**src/rtl/wave_ram_arbiter.sv**
```systemverilog
// Round-robin arbiter that funnels NUM_CH wave-capture write requests into
// one banked sample-RAM write port. Each channel owns a single-entry holding
// register. One pending entry is drained per cycle, and the channel index is
// used as the bank select.

// Per-channel holding register: accepts a sample when empty, or when it is
// being drained this cycle. Otherwise it flags a drop and keeps the held entry.
module wave_ram_slot #(
  parameter int ADDR_W = 9,
  parameter int DATA_W = 8
) (
  input  logic              clk,
  input  logic              reset,
  input  logic              req,
  input  logic              grant,
  input  logic [ADDR_W-1:0] req_addr,
  input  logic [DATA_W-1:0] req_data,
  output logic              pend,
  output logic [ADDR_W-1:0] addr,
  output logic [DATA_W-1:0] data,
  output logic              ack,
  output logic              drop
);

  logic accept;

  assign accept = req & (~pend | grant);
  assign drop   = req & pend & ~grant;

  // Capture on accept. A refill during the grant cycle keeps pend set.
  always_ff @(posedge clk or negedge reset) begin
    if (!reset) begin
      pend <= 1'b0;
      addr <= '0;
      data <= '0;
      ack  <= 1'b0;
    end else begin
      ack <= accept;
      if (accept) begin
        pend <= 1'b1;
        addr <= req_addr;
        data <= req_data;
      end else if (grant) begin
        pend <= 1'b0;
      end
    end
  end

endmodule

module wave_ram_arbiter #(
  parameter int NUM_CH  = 11,
  parameter int CH_BITS = 4,
  parameter int ADDR_W  = 9,
  parameter int DATA_W  = 8
) (
  input  logic                     clk,
  input  logic                     reset,
  input  logic [NUM_CH-1:0]        req,
  input  logic [NUM_CH*ADDR_W-1:0] req_addr,
  input  logic [NUM_CH*DATA_W-1:0] req_data,
  output logic [NUM_CH-1:0]        ack,
  output logic                     ram_we,
  output logic [CH_BITS-1:0]       ram_ch,
  output logic [ADDR_W-1:0]        ram_addr,
  output logic [DATA_W-1:0]        ram_din,
  output logic [NUM_CH-1:0]        overflow,
  input  logic                     clear_overflow,
  output logic                     busy
);

  typedef struct packed {
    logic [ADDR_W-1:0] addr;
    logic [DATA_W-1:0] data;
  } wr_ent_t;

  logic [NUM_CH-1:0]              pend;
  logic [NUM_CH-1:0]              drop;
  logic [NUM_CH-1:0]              grant;
  logic [NUM_CH-1:0][ADDR_W-1:0]  held_addr;
  logic [NUM_CH-1:0][DATA_W-1:0]  held_data;
  logic [CH_BITS-1:0]             rr_ptr;
  logic [CH_BITS-1:0]             gnt_idx;
  logic                           gnt_vld;
  logic [CH_BITS:0]               scan;
  wr_ent_t                        sel;

  for (genvar i = 0; i < NUM_CH; i++) begin : g_slot
    wave_ram_slot #(.ADDR_W(ADDR_W), .DATA_W(DATA_W)) u_slot (
      .clk      (clk),
      .reset    (reset),
      .req      (req[i]),
      .grant    (grant[i]),
      .req_addr (req_addr[i*ADDR_W +: ADDR_W]),
      .req_data (req_data[i*DATA_W +: DATA_W]),
      .pend     (pend[i]),
      .addr     (held_addr[i]),
      .data     (held_data[i]),
      .ack      (ack[i]),
      .drop     (drop[i])
    );
    assign grant[i] = gnt_vld && (gnt_idx == CH_BITS'(i));
  end

  // Scan upward from rr_ptr with wrap at NUM_CH. The first pending channel wins.
  always_comb begin
    gnt_vld = 1'b0;
    gnt_idx = '0;
    scan    = '0;
    for (int k = 0; k < NUM_CH; k++) begin
      scan = {1'b0, rr_ptr} + (CH_BITS+1)'(k);
      if (scan >= (CH_BITS+1)'(NUM_CH))
        scan = scan - (CH_BITS+1)'(NUM_CH);
      if (!gnt_vld && pend[scan[CH_BITS-1:0]]) begin
        gnt_vld = 1'b1;
        gnt_idx = scan[CH_BITS-1:0];
      end
    end
  end

  // Select the held entry of the granted channel. grant is one-hot or zero.
  always_comb begin
    sel = '0;
    for (int i = 0; i < NUM_CH; i++)
      if (grant[i]) sel = '{addr: held_addr[i], data: held_data[i]};
  end

  // RAM port registers and pointer advance. The port holds its last values when idle.
  always_ff @(posedge clk or negedge reset) begin
    if (!reset) begin
      ram_we   <= 1'b0;
      ram_ch   <= '0;
      ram_addr <= '0;
      ram_din  <= '0;
      rr_ptr   <= '0;
    end else begin
      ram_we <= gnt_vld;
      if (gnt_vld) begin
        ram_ch   <= gnt_idx;
        ram_addr <= sel.addr;
        ram_din  <= sel.data;
        rr_ptr   <= (gnt_idx == CH_BITS'(NUM_CH-1)) ? '0 : gnt_idx + CH_BITS'(1);
      end
    end
  end

  // Sticky drop flags. A drop in the clear cycle survives the clear.
  always_ff @(posedge clk or negedge reset) begin
    if (!reset) overflow <= '0;
    else        overflow <= (clear_overflow ? '0 : overflow) | drop;
  end

  assign busy = |pend;

endmodule

```
**config.mk**
```make
export PLATFORM = sky130hd
export DESIGN_NAME = wave_ram_arbiter
export DESIGN_NICKNAME = d
export VERILOG_FILES = /design/src/rtl/wave_ram_arbiter.sv
export SDC_FILE = /design/constraint.sdc
export NUM_CORES = 1
export LEC_CHECK = 0
export ABC_AREA = 1
export BUFFER_PORTS_ARGS = -buffer_cell sky130_fd_sc_hd__buf_2
export CAP_MARGIN = 20
export CORE_ASPECT_RATIO = 1.2
export CORE_MARGIN = 1
export CORE_UTILIZATION = 30
export DETAILED_ROUTE_END_ITERATION = 6
export PLACE_DENSITY = 0.54
export SLEW_MARGIN = 40
export SYNTH_ARGS = -nofsm -noshare
export SYNTH_HDL_FRONTEND = slang
export SYNTH_SLANG_ARGS = --single-unit
```
**constraint.sdc**
```tcl
create_clock -name clk -period 8.9 [get_ports clk]
set_clock_uncertainty 0.1 [all_clocks]
set_input_delay 0.445 -clock clk [delete_from_list [all_inputs] [get_ports clk]]
set_output_delay 0.445 -clock clk [all_outputs]
set_load 0.01 [all_outputs]
```
Word-level counts from Yosys, hierarchy flattened --
Index checks and enable logic that the tools add are counted.
Operators by class: reductions and logical operators 44, divide/modulo/power cells 0, equality and inequality tests 10, multiply operators 0, order comparisons 22, bitwise operators 67, add/subtract/negate cells 22, mux-type cells 90, shifts and indexed selects 0
Operators by type and width (count):
- 17-bit two-way mux | 11
- 4-bit two-way mux | 23
- 4-bit by 5-bit less-than comparator with 1-bit output, second input constant | 11
- 5-bit by 4-bit greater-or-equal comparator with 1-bit output, second input constant | 10
- 1-bit binary-select mux with 4-bit select | 11
- 1-bit two-way mux | 44
- 4-bit subtractor, second input constant | 11
- 1-bit bitwise AND | 33
- 1-bit inverter | 22
- 2-bit nonzero test | 11
- 1-bit logical AND | 21
- 4-bit by 3-bit adder with 5-bit output, second input constant | 4
- 4-bit by 3-bit == test with 1-bit output, second input constant | 4
- 4-bit by 4-bit adder with 5-bit output, second input constant | 3
- 4-bit == test, second input constant | 3
- 11-bit two-way mux | 1
- 1-bit OR | 11
- 11-bit OR | 1
- 11-bit OR reduction | 1
- 4-bit by 2-bit adder with 5-bit output, second input constant | 2
- 1-bit logical NOT | 10
- 4-bit by 2-bit == test with 1-bit output, second input constant | 2
- 4-bit by 1-bit adder with 5-bit output, second input constant | 1
- 4-bit by 1-bit adder with 4-bit output, second input constant | 1
- other kinds (3) | 3
Storage, ports and cells: output and inout port bits 45, bits of input ports 201, memory bits (read-only) 0, word-level logic and storage cells 305, RAM bits 0, memories kept 0, register bits after elaboration 246, latch bits 0

Logic depth before layout (Yosys ltp) --
Gate-level depths: netlist of run 1.
depth in word-level cells 48, gate-level depth with buffers 37, mapped depth without buffers 34

Modules after synthesis --
Synthesis of run 1 repeated with hierarchy kept, for this count alone.
Unflattened totals: cells, all modules 1984, area, all modules 14899.3 um2
Modules (own cells, without submodules):
- wave_ram_slot | cells an instance 82, seq. area each 475.5 um2, area an instance 787.0 um2, times used 11
- wave_ram_arbiter | cells an instance 1082, seq. area each 925.9 um2, area an instance 6242.2 um2, times used 1

Worst setup path before layout of run 1 --
OpenSTA, ideal clock, no wires.
path kind flip-flop to flip-flop, start point reg rr_ptr[0], end point reg ram_addr[5], setup time 0.124 ns, path buffers 4, clock period less this slack 4.280 ns, arrival 4.056 ns, stages on the path, launching flop included 33, slack 4.620 ns, data required time 8.676 ns, cells stage by stage dfrtp_1 > inv_2 > buf_4 > buf_2 > ha_1 > buf_2 > nand2_1 > nand3_2 > nand2_2 > nand2_4 > nand2_1 > nand2_2 > nand2_1 > nand2_1 > nor2_2 > nor2_2 > nor2_8 > nand3_4 > nor2_8 > nand4_2 > nor3_4 > nand4_2 > clkinv_1 > nor2_4 > nor2_4 > inv_2 > nor2_8 > inv_2 > buf_2 > o21ai_0 > inv_1 > nand2_1 > nand3_1
On the way: longest elaborated chain between the ends 48, elaborated cells between the ends (all ways) 140, classes of those cells 21 x add/sub; 11 x order compare; 10 x eq/ne; 66 x mux; 32 x reduce/logical
RTL lines:
- from (decl) | RTL line 82 | logic [CH_BITS-1:0] rr_ptr;
- from (signal assigned) | RTL line 142 | rr_ptr <= (gnt_idx == CH_BITS'(NUM_CH-1)) ? '0 : gnt_idx + CH_BITS'(1);
- parallel branches: the longest is 48 deep, another holds 4-bit by 1-bit adder with 5-bit output
- to (signal assigned) | RTL line 140 | ram_addr <= sel.addr;
- to (decl) | RTL line 65 | output logic [ADDR_W-1:0] ram_addr,
Parallel ways; which one is timed is not known. The select of a mux whose other input is x is not followed. A chain may end at the register's enable or synchronous reset.

Worst setup path after layout of run 1 --
start point reg rr_ptr[0], end point reg g_slot[2].u_slot.addr[8]
On the way: longest elaborated chain between the ends 39, elaborated cells between the ends (all ways) 111, classes of those cells 21 x add/sub; 11 x order compare; 1 x eq/ne; 55 x mux; 2 x bitwise; 21 x reduce/logical
RTL lines:
- parallel branches: the longest is 36 deep, another holds 4-bit by 1-bit adder with 5-bit output
- 1-bit logical AND * | RTL line 102 | assign grant[i] = gnt_vld && (gnt_idx == CH_BITS'(i));
- 1-bit OR * | RTL line 27 | assign accept = req & (~pend | grant);
- 1-bit bitwise AND * | RTL line 27
- to (signal assigned) | RTL line 41 | addr <= req_addr;
- to (decl) | RTL line 19 | output logic [ADDR_W-1:0] addr,
Every way passes the cells marked *. The select of a mux whose other input is x is not followed.

==> impl_metrics.ini, run 1 <==
[critical_path]
cp.arrival_ns = 6.61
crit_required_ns = 9.22
crit_type = register to register
crit_path_top_delay_cell = dfrtp_2
critPathCaptureType = register
crit_buf_inv = 7
cp_slowest_stage_delay_ns = 0.71
cp_max_fo = 39
critPathMostFrequentCell = inv_2
crit_family = simple AND/OR/NAND/NOR gates
worstSetupStartpointType = register

[drt]
ant_nets = 0
first_pass_iters = 5
dr.first_iter.drc_count = 985
drc_errors = 0
wl_per_cell_um = 18.7
vias = 13800
vias_per_cell = 4.86
wirelength_mm = 53.0

[floorplan]
fp-row-count = 86
die_x_um = 200
die_h_um = 240
dieArea_sq_um = 48000
io_pins = 246
initial_core_util = 0.306
core_area_sq_um = 46200

[clock_tree]
post_cts_buffers = 0
postCtsHoldBufs = 56
cts_buffer_depth = 3
cts-root-buf = clkbuf_16
worstSkewPairLatency_ns = 0.55
cts.sinks = 246
htreeDepth = 1
numCtsBuffers = 24
cts_resized = 0
clk_pin_slew_ns = 0.06
cts_tree = built

[sta]
tns_ns = 0
hold_viol_final = 0
slew_headroom = 0.448
fmax_mhz = 159
finalSetupViolations = 0
tightest_slew_ns = 0.819
rsz0062_at_grt = no
period_share = 0.707
finalCriticalPeriod_ns = 6.29
slew_violations = 0

[hold_path]
hp-class = input pin to register

[yosys]
synth_top_cell_area_share = 0.435
synthArstFlopShare = 1.00
synth_edf_count = 0
synth_area_sq_um = 14100
post-synth-top-count-cell = nand2_1
synth_commonest_cells = nand2_1 (799), dfrtp_1 (246), nand3_1 (183)
yosys-top-cells-area = dfrtp_1 (44%), nand2_1 (21%), nand3_1 (6.5%), inv_1 (4.2%), o21ai_0 (2.5%)
synth_nets = 2169
synth_top_area_cell = dfrtp_1
yosys_register_bits = 246
yosys_warnings = 0
ys.flop_type = dfrtp_1
synthCells = 1952
avgSynthCellArea_sq_um = 7.24
yosysSeqAreaShare = 0.435
ys_types = 49

[global_route]
grt_pass1_vias = 13500
grt.overflow.total = 0
grt_antenna_before_repair = 0
grt_pass1_wl_mm = 80.4
grt_use_total = 0.218
grt_start_max_net_pins = 73

[placed_design]
dpl-instance-area_sq_um = 15800
dp_hpwl_mm = 40.4
gp_congestion = 0.945
port_buffers = 245

[run_status]
status = complete, no violations

[layout]
diodes = 0
fin_nets = 2424
design_area_sq_um = 17200
drive_above_1_share = 0.185
fillers = 4894
area_delta_synth_final_pct = 21.4
multi_input_area_sq_um = 6780
seq_area_sq_um = 6160

[flow_run]
maxCapViolations = 0
kinds of logic after synthesis:
group           share of synthesized area
buf+inv                            0.0850
fa+ha+maj                          0.0142
simple gates                        0.370
compound gates                     0.0906
xor+xnor                          0.00434
mux                              0.000708
flops                               0.435
worst register-to-register path, stage by stage (launching register included):
cell and delay (ns):
dfrtp_2 0.71, inv_2 0.35, ha_1 0.62, inv_2 0.19
nand2_2 0.12, inv_2 0.07, o21ai_2 0.16, nand2_2 0.11
o21ai_1 0.47, inv_1 0.15, o211ai_1 0.12, nand3_1 0.11
o21ai_2 0.33, nor2_2 0.12, nand2_1 0.10, nor2_1 0.04
nor2_1 0.13, nand3_2 0.19, nor2_4 0.37, buf_4 0.44
inv_2 0.12, nor2_4 0.15, nor2_2 0.07, nor2_4 0.38
inv_2 0.25, nand2_1 0.11, nand2_1 0.06
registers in the layout, indices dropped and copies added, names as in the netlist:
register,cells
g_slot.u_slot.addr,99
ram_addr,9
g_slot.u_slot.ack,11
rr_ptr,4
g_slot.u_slot.data,88
ram_we,1
overflow,11
ram_din,8
ram_ch,4
g_slot.u_slot.pend,11
routing by layer:
metal  GRT usage  vias to the layer above  share of wire
li1            -                     6711              -
met1       0.271                     6591           0.41
met2       0.381                      399           0.50
met3      0.0173                      106          0.045
met4       0.108                        0          0.047
met5           0                        -              0
path summary, 6_finish.rpt:
| path | start | to | slack [ns] | cells past startpoint |
|---|---|---|---|---|
| setup / recovery | rr_ptr[0] | g_slot[2].u_slot.addr[8] | 2.61 | 26 |
| min in group asynchronous | reset | g_slot[1].u_slot.data[6] | 0.34 | 2 |
| hold reg to reg | g_slot[4].u_slot.addr[4] | g_slot[4].u_slot.addr[4] | 0.37 | 2 |
| setup reg to reg | rr_ptr[0] | g_slot[2].u_slot.addr[8] | 2.61 | 26 |
| max in group asynchronous | reset | g_slot[7].u_slot.data[4] | 7.35 | 3 |
| hold / removal | req_data[58] | g_slot[7].u_slot.data[2] | 0.01 | 3 |
layout make-up:
| class | count | share of cell area |
|---|---|---|
| Multi-Input combinational cell | 1433 | 0.395 |
| Sequential cell | 246 | 0.359 |
| Timing Repair Buffer | 308 | 0.109 |
| Tap cell | 616 | 0.0449 |
| Inverter | 194 | 0.0431 |
| Clock buffer | 35 | 0.0421 |
| Clock inverter | 8 | 0.00627 |
cell usage in the layout, fill, tap and decap left out, types with 24 or more instances in the layout:
master	Yosys	layout
clkbuf_16	0	24
dlygate4sd3_1	0	56
nand4_1	36	36
nand2_2	24	24
a21oi_1	36	36
o21ai_1	50	50
dfrtp_1	246	245
nor2_1	91	89
inv_2	29	30
inv_1	160	159
o21ai_0	70	70
nand2_1	799	799
nand3_1	183	183
buf_2	30	244
per-stage QoR:
step	instances	utilization	hold slack, ns	setup WS, ns
floorplan	1952	-	0.0494	4.62
CTS	2840	0.372	0.000125	2.67
finish	2840	0.372	0.0135	2.61
global route	2840	0.372	0.00568	2.08
detailed placement	2741	0.342	0.306	2.72
global placement	2740	0.341	0.348	2.40
Power of run 1 is not shown: default switching activity piles up to over one toggle a cycle in this logic, so the estimate is an artifact.
==> inputs of run 2 (changes only) <==
--- a/config.mk
+++ b/config.mk
@@ -12,7 +12,7 @@
 export CORE_MARGIN = 1
 export CORE_UTILIZATION = 30
 export DETAILED_ROUTE_END_ITERATION = 6
-export PLACE_DENSITY = 0.54
+export PLACE_DENSITY = 0.56
 export SLEW_MARGIN = 40
 export SYNTH_ARGS = -nofsm -noshare
 export SYNTH_HDL_FRONTEND = slang
==> constraint.sdc (replaced) <==
create_clock -name clk -period 5.3 [get_ports clk]
set_clock_uncertainty 0.1 [all_clocks]
set_input_delay 0.265 -clock clk [delete_from_list [all_inputs] [get_ports clk]]
set_output_delay 0.265 -clock clk [all_outputs]
set_load 0.01 [all_outputs]
==> run 2 against run 1 <==
Net effect:
- sequential share of layout area shrank 4.6 points
- critical endpoint is now ram_addr[3]
- sequential cell count unchanged
- die area is the same
- critical path depth up 3
- setup slack got worse by 2.2 ns
- highest routed layer is now met5
- wire length increased by 10%
- maximum frequency grew 29%
- cell area is 15% higher
==> impl_metrics.ini, run 2 (same netlist as run 1, synthesis figures left out) <==
[clock_tree]
clk_pin_slew_ns = 0.07
cts.sinks = 246
cts-root-buf = clkbuf_16
cts_tree = built
worstSkewPairLatency_ns = 0.54
numCtsBuffers = 25
htreeDepth = 1
cts_buffer_depth = 3

[critical_path]
worstSetupStartpointType = register
crit_required_ns = 5.64
critPathCaptureType = register
cp_slowest_stage_delay_ns = 0.49
cp_max_fo = 12
crit_type = register to register
crit_path_top_delay_cell = dfrtp_2
cp.arrival_ns = 5.23

[drt]
wirelength_mm = 58.5
wl_per_cell_um = 18.8
vias_per_cell = 4.88
first_pass_iters = 6
dr.first_iter.drc_count = 1110
vias = 15200
ant_nets = 0
drc_errors = 0

[layout]
mostFrequentLayoutCells = nand2_1 (798), dfrtp_1 (244), buf_2 (244)
drive_above_1_share = 0.217
fin_nets = 2688
largest_register_ffs = 99
final_common_cell = nand2_1
largest-register = g_slot.u_slot.addr
top_regs = g_slot.u_slot.addr x99, g_slot.u_slot.data x88
area_delta_synth_final_pct = 39.3

[sta]
hold_viol_final = 0
fmax_mhz = 205
rsz0062_at_grt = no
period_share = 0.922
finalSetupViolations = 0
tightest_slew_ns = 0.689
slew_violations = 0
slew_headroom = 0.541
finalCriticalPeriod_ns = 4.89
tns_ns = 0

[global_route]
grt.overflow.total = 0
grt_antenna_before_repair = 2
grt_use_total = 0.240
grt_pass1_vias = 15400
grt_start_max_net_pins = 61
grt_pass1_wl_mm = 88.7

[placed_design]
dp_hpwl_mm = 43.2
port_buffers = 245
gp_congestion = 0.942

[floorplan]
dieArea_sq_um = 48000
io_pins = 246
die_h_um = 240
core_area_sq_um = 46200
die_x_um = 200
initial_core_util = 0.306
fp-row-count = 86

[hold_path]
hp-class = input pin to register

[run_status]
status = complete, no violations

[flow_run]
maxCapViolations = 0
==> run 2: changes by cell type in the layout (fill, tap and decap cells not counted), sizes merged <==
| cell | delta |
|---|---|
| clkbuf | -1 |
| buf | +120 |
| bufinv | +1 |
| dlygate4sd3 | +143 |
| inv | +1 |
| diode | +1 |
| clkinvlp | +1 |
==> run 2: layout make-up <==
class | instances | area (sq um)
flip-flops and latches | 246 | 6160
repair buffers | 571 | 4380
clock inverters | 11 | 140
well taps | 616 | 771
clock buffers | 34 | 699
multi-input cells | 1433 | 6800
inverters | 194 | 739
diodes | 1 | 2.50
fillers | 4705 | 26500
==> run 2: final timing paths <==
| check | from | to | slack, ns | cells past startpoint |
|---|---|---|---|---|
| max | rr_ptr[1] | ram_addr[3] | 0.41 | 29 |
| min | clear_overflow | overflow[9] | 0.09 | 2 |
| max reg2reg | rr_ptr[1] | ram_addr[3] | 0.41 | 29 |
| min reg2reg | g_slot[8].u_slot.addr[8] | g_slot[8].u_slot.addr[8] | 0.37 | 2 |
| max in group asynchronous | reset | g_slot[6].u_slot.data[1] | 3.88 | 3 |
| min in group asynchronous | reset | g_slot[0].u_slot.addr[8] | 0.15 | 2 |
==> run 2: critical path, delay by kind of cell (launching register included) <==
kind                     cells  cell delay (ns)
flip-flops                   1             0.49
AO/OA/AOI/OAI                3             0.56
buffers and inverters        8             1.13
adder cells (fa/ha/maj)      1             0.25
AND/OR/NAND/NOR             17             2.24
==> run 2: routing by layer <==
layer	up-vias	track usage	share of wire
met4	2	0.142	0.059
li1	7250	-	-
met1	7160	0.284	0.40
met5	-	0	0.00029
met3	189	0.0241	0.045
met2	556	0.422	0.50
==> run 2: per-stage QoR <==
step | cells | hold WS [ns] | area [sq um] | worst slack (ns) | utilization
4_1_cts | 3105 | 0.0759 | 19700 | 0.198 | 0.426
2_1_floorplan | 1952 | -0.131 | 14100 | 1.02 | -
5_1_grt | 3106 | 0.0947 | 19700 | 0.0152 | 0.427
3_3_place_gp | 2860 | 0.312 | 16800 | 0.226 | 0.364
3_5_place_dp | 2861 | 0.131 | 16800 | 0.225 | 0.365
6_report | 3106 | 0.0899 | 19700 | 0.415 | 0.427
==> run 2: what timing repair did <==
action / 4_1_cts / 5_1_grt
hold buffers: 199 / 0
hold endpoints to repair: 272 / 0
gates resized for setup: 0 / 10
setup buffers: 0 / 0
setup endpoints to repair: 0 / 74
Power of run 2 is left out for the same reason.
==> inputs of run 3 (changes only) <==
--- a/config.mk
+++ b/config.mk
@@ -13,6 +13,7 @@
 export CORE_UTILIZATION = 30
 export DETAILED_ROUTE_END_ITERATION = 6
 export PLACE_DENSITY = 0.56
+export RECOVER_POWER = 50
 export SLEW_MARGIN = 40
 export SYNTH_ARGS = -nofsm -noshare
 export SYNTH_HDL_FRONTEND = slang
==> run 3 against run 2 <==
Net effect:
- the run now ends with capacitance limit, slew limit left
- maximum frequency shrank 0.44%
- critical path depth unchanged
- register-to-register slack worse by 0.02 ns
- core utilization shrank 0.16 points
- non-clock buffer count did not move
- sequential cell count did not move
- count of clock-buffer cells in the layout is the same
- global-route usage unchanged
- via count is essentially flat
- worst hold slack gained 0.0051 ns
- wire length hardly changed
==> impl_metrics.ini, run 3 (same netlist as run 1, synthesis figures left out) <==
[sta]
tns_ns = 0
tightest_slew_ns = 3.44
rsz0062_at_grt = no
slew_headroom = -1.29
finalCriticalPeriod_ns = 4.91
period_share = 0.926
slew_violations = 57
finalSetupViolations = 0
hold_viol_final = 0
fmax_mhz = 204

[layout]
area_delta_synth_final_pct = 38.8
fin_nets = 2688
largest-register = g_slot.u_slot.addr
mostFrequentLayoutCells = nand2_1 (798), dfrtp_1 (244), buf_2 (201)
seq_area_sq_um = 6160
drive_above_1_share = 0.199
final_common_cell = nand2_1
fillers = 4721
top_regs = g_slot.u_slot.addr x99, g_slot.u_slot.data x88
largest_register_ffs = 99
multi_input_area_sq_um = 6800

[clock_tree]
post_cts_buffers = 0
cts_tree = built
numCtsBuffers = 25
cts.sinks = 246
worstSkewPairLatency_ns = 0.54
cts-root-buf = clkbuf_16
clk_pin_slew_ns = 0.07
htreeDepth = 1
cts_buffer_depth = 3

[drt]
ant_nets = 0
wl_per_cell_um = 18.8
first_pass_iters = 7
vias = 15200
vias_per_cell = 4.88
drc_errors = 0
wirelength_mm = 58.5
dr.first_iter.drc_count = 1082

[floorplan]
io_pins = 246
die_x_um = 200
initial_core_util = 0.306
dieArea_sq_um = 48000
core_area_sq_um = 46200
fp-row-count = 86
die_h_um = 240

[placed_design]
dp_hpwl_mm = 43.2
port_buffers = 245
gp_congestion = 0.942

[critical_path]
crit_type = register to register
timing.rr.start = rr_ptr[1]
critPathCaptureType = register
crit_path_top_delay_cell = dfrtp_2
worstSetupStartpointType = register
crit_required_ns = 5.64
crit_start = rr_ptr[1]
cp.arrival_ns = 5.25
cp_slowest_stage_delay_ns = 0.49
cp_max_fo = 12

[run_status]
status = finished with violations
violations = capacitance limit, slew limit

[global_route]
grt_antenna_before_repair = 2
grt_use_total = 0.240
grt_pass1_vias = 15400
grt_pass1_wl_mm = 88.7
grt_start_max_net_pins = 61
grt.overflow.total = 0

[hold_path]
hp-class = input pin to register
hp-start = clear_overflow

[flow_run]
maxCapViolations = 1
run 3: cell types whose count changed in the layout (fill, tap and decap cells not counted), sizes merged:
cell	previous run	this run
clkbuf	34	81
buf	372	325
run 3: final timing paths:
check                           cells past startpoint  slack (ns)                        to
min in group asynchronous                           2        1.34  g_slot[0].u_slot.addr[8]
worst max register to register                     29        0.39               ram_addr[3]
worst max-delay path                               29        0.39               ram_addr[3]
worst min-delay path                                2        0.09               overflow[9]
worst min register to register                      2        0.37  g_slot[8].u_slot.addr[8]
max in group asynchronous                           3        1.08               overflow[2]
run 3: final cells by class:
type | instances | share of cell area
Multi-Input combinational cell | 1433 | 0.347
Sequential cell | 246 | 0.314
Timing Repair Buffer | 571 | 0.219
Tap cell | 616 | 0.0393
Inverter | 194 | 0.0377
Clock buffer | 34 | 0.0357
Clock inverter | 11 | 0.00714
Antenna cell | 1 | 0.000128
run 3: worst max-delay path, delay by kind of cell (launching register included):
kind            cells  cell delay, ns
simple gates       17            2.26
buf+inv             8            1.13
compound gates      3            0.56
flops               1            0.49
fa+ha+maj           1            0.25
run 3: timing repair:
item	4_1_cts	5_1_grt
endpoints found under the setup margin	0	74
hold buffers	199	0
resized for setup	0	10
hold endpoints to repair	272	0
run 3: routing by layer:
| layer | up-vias | share of wire | GRT usage |
|---|---|---|---|
| met5 | - | 0.00029 | 0 |
| met4 | 2 | 0.059 | 0.142 |
| met3 | 192 | 0.041 | 0.0241 |
| met2 | 544 | 0.50 | 0.422 |
| met1 | 7181 | 0.40 | 0.284 |
| li1 | 7246 | - | - |
run 3: through the flow:
stage          std cells  setup WS (ns)  utilization  area (sq um)  hold WS, ns
6_report            3106          0.393        0.425         19600       0.0950
5_1_grt             3106         0.0152        0.425         19600       0.0947
4_1_cts             3105          0.198        0.426         19700       0.0759
3_5_place_dp        2861          0.225        0.365         16800        0.131
3_3_place_gp        2860          0.226        0.364         16800        0.312
2_1_floorplan       1952           1.02            -         14100       -0.131
Power of run 3 is left out for the same reason.
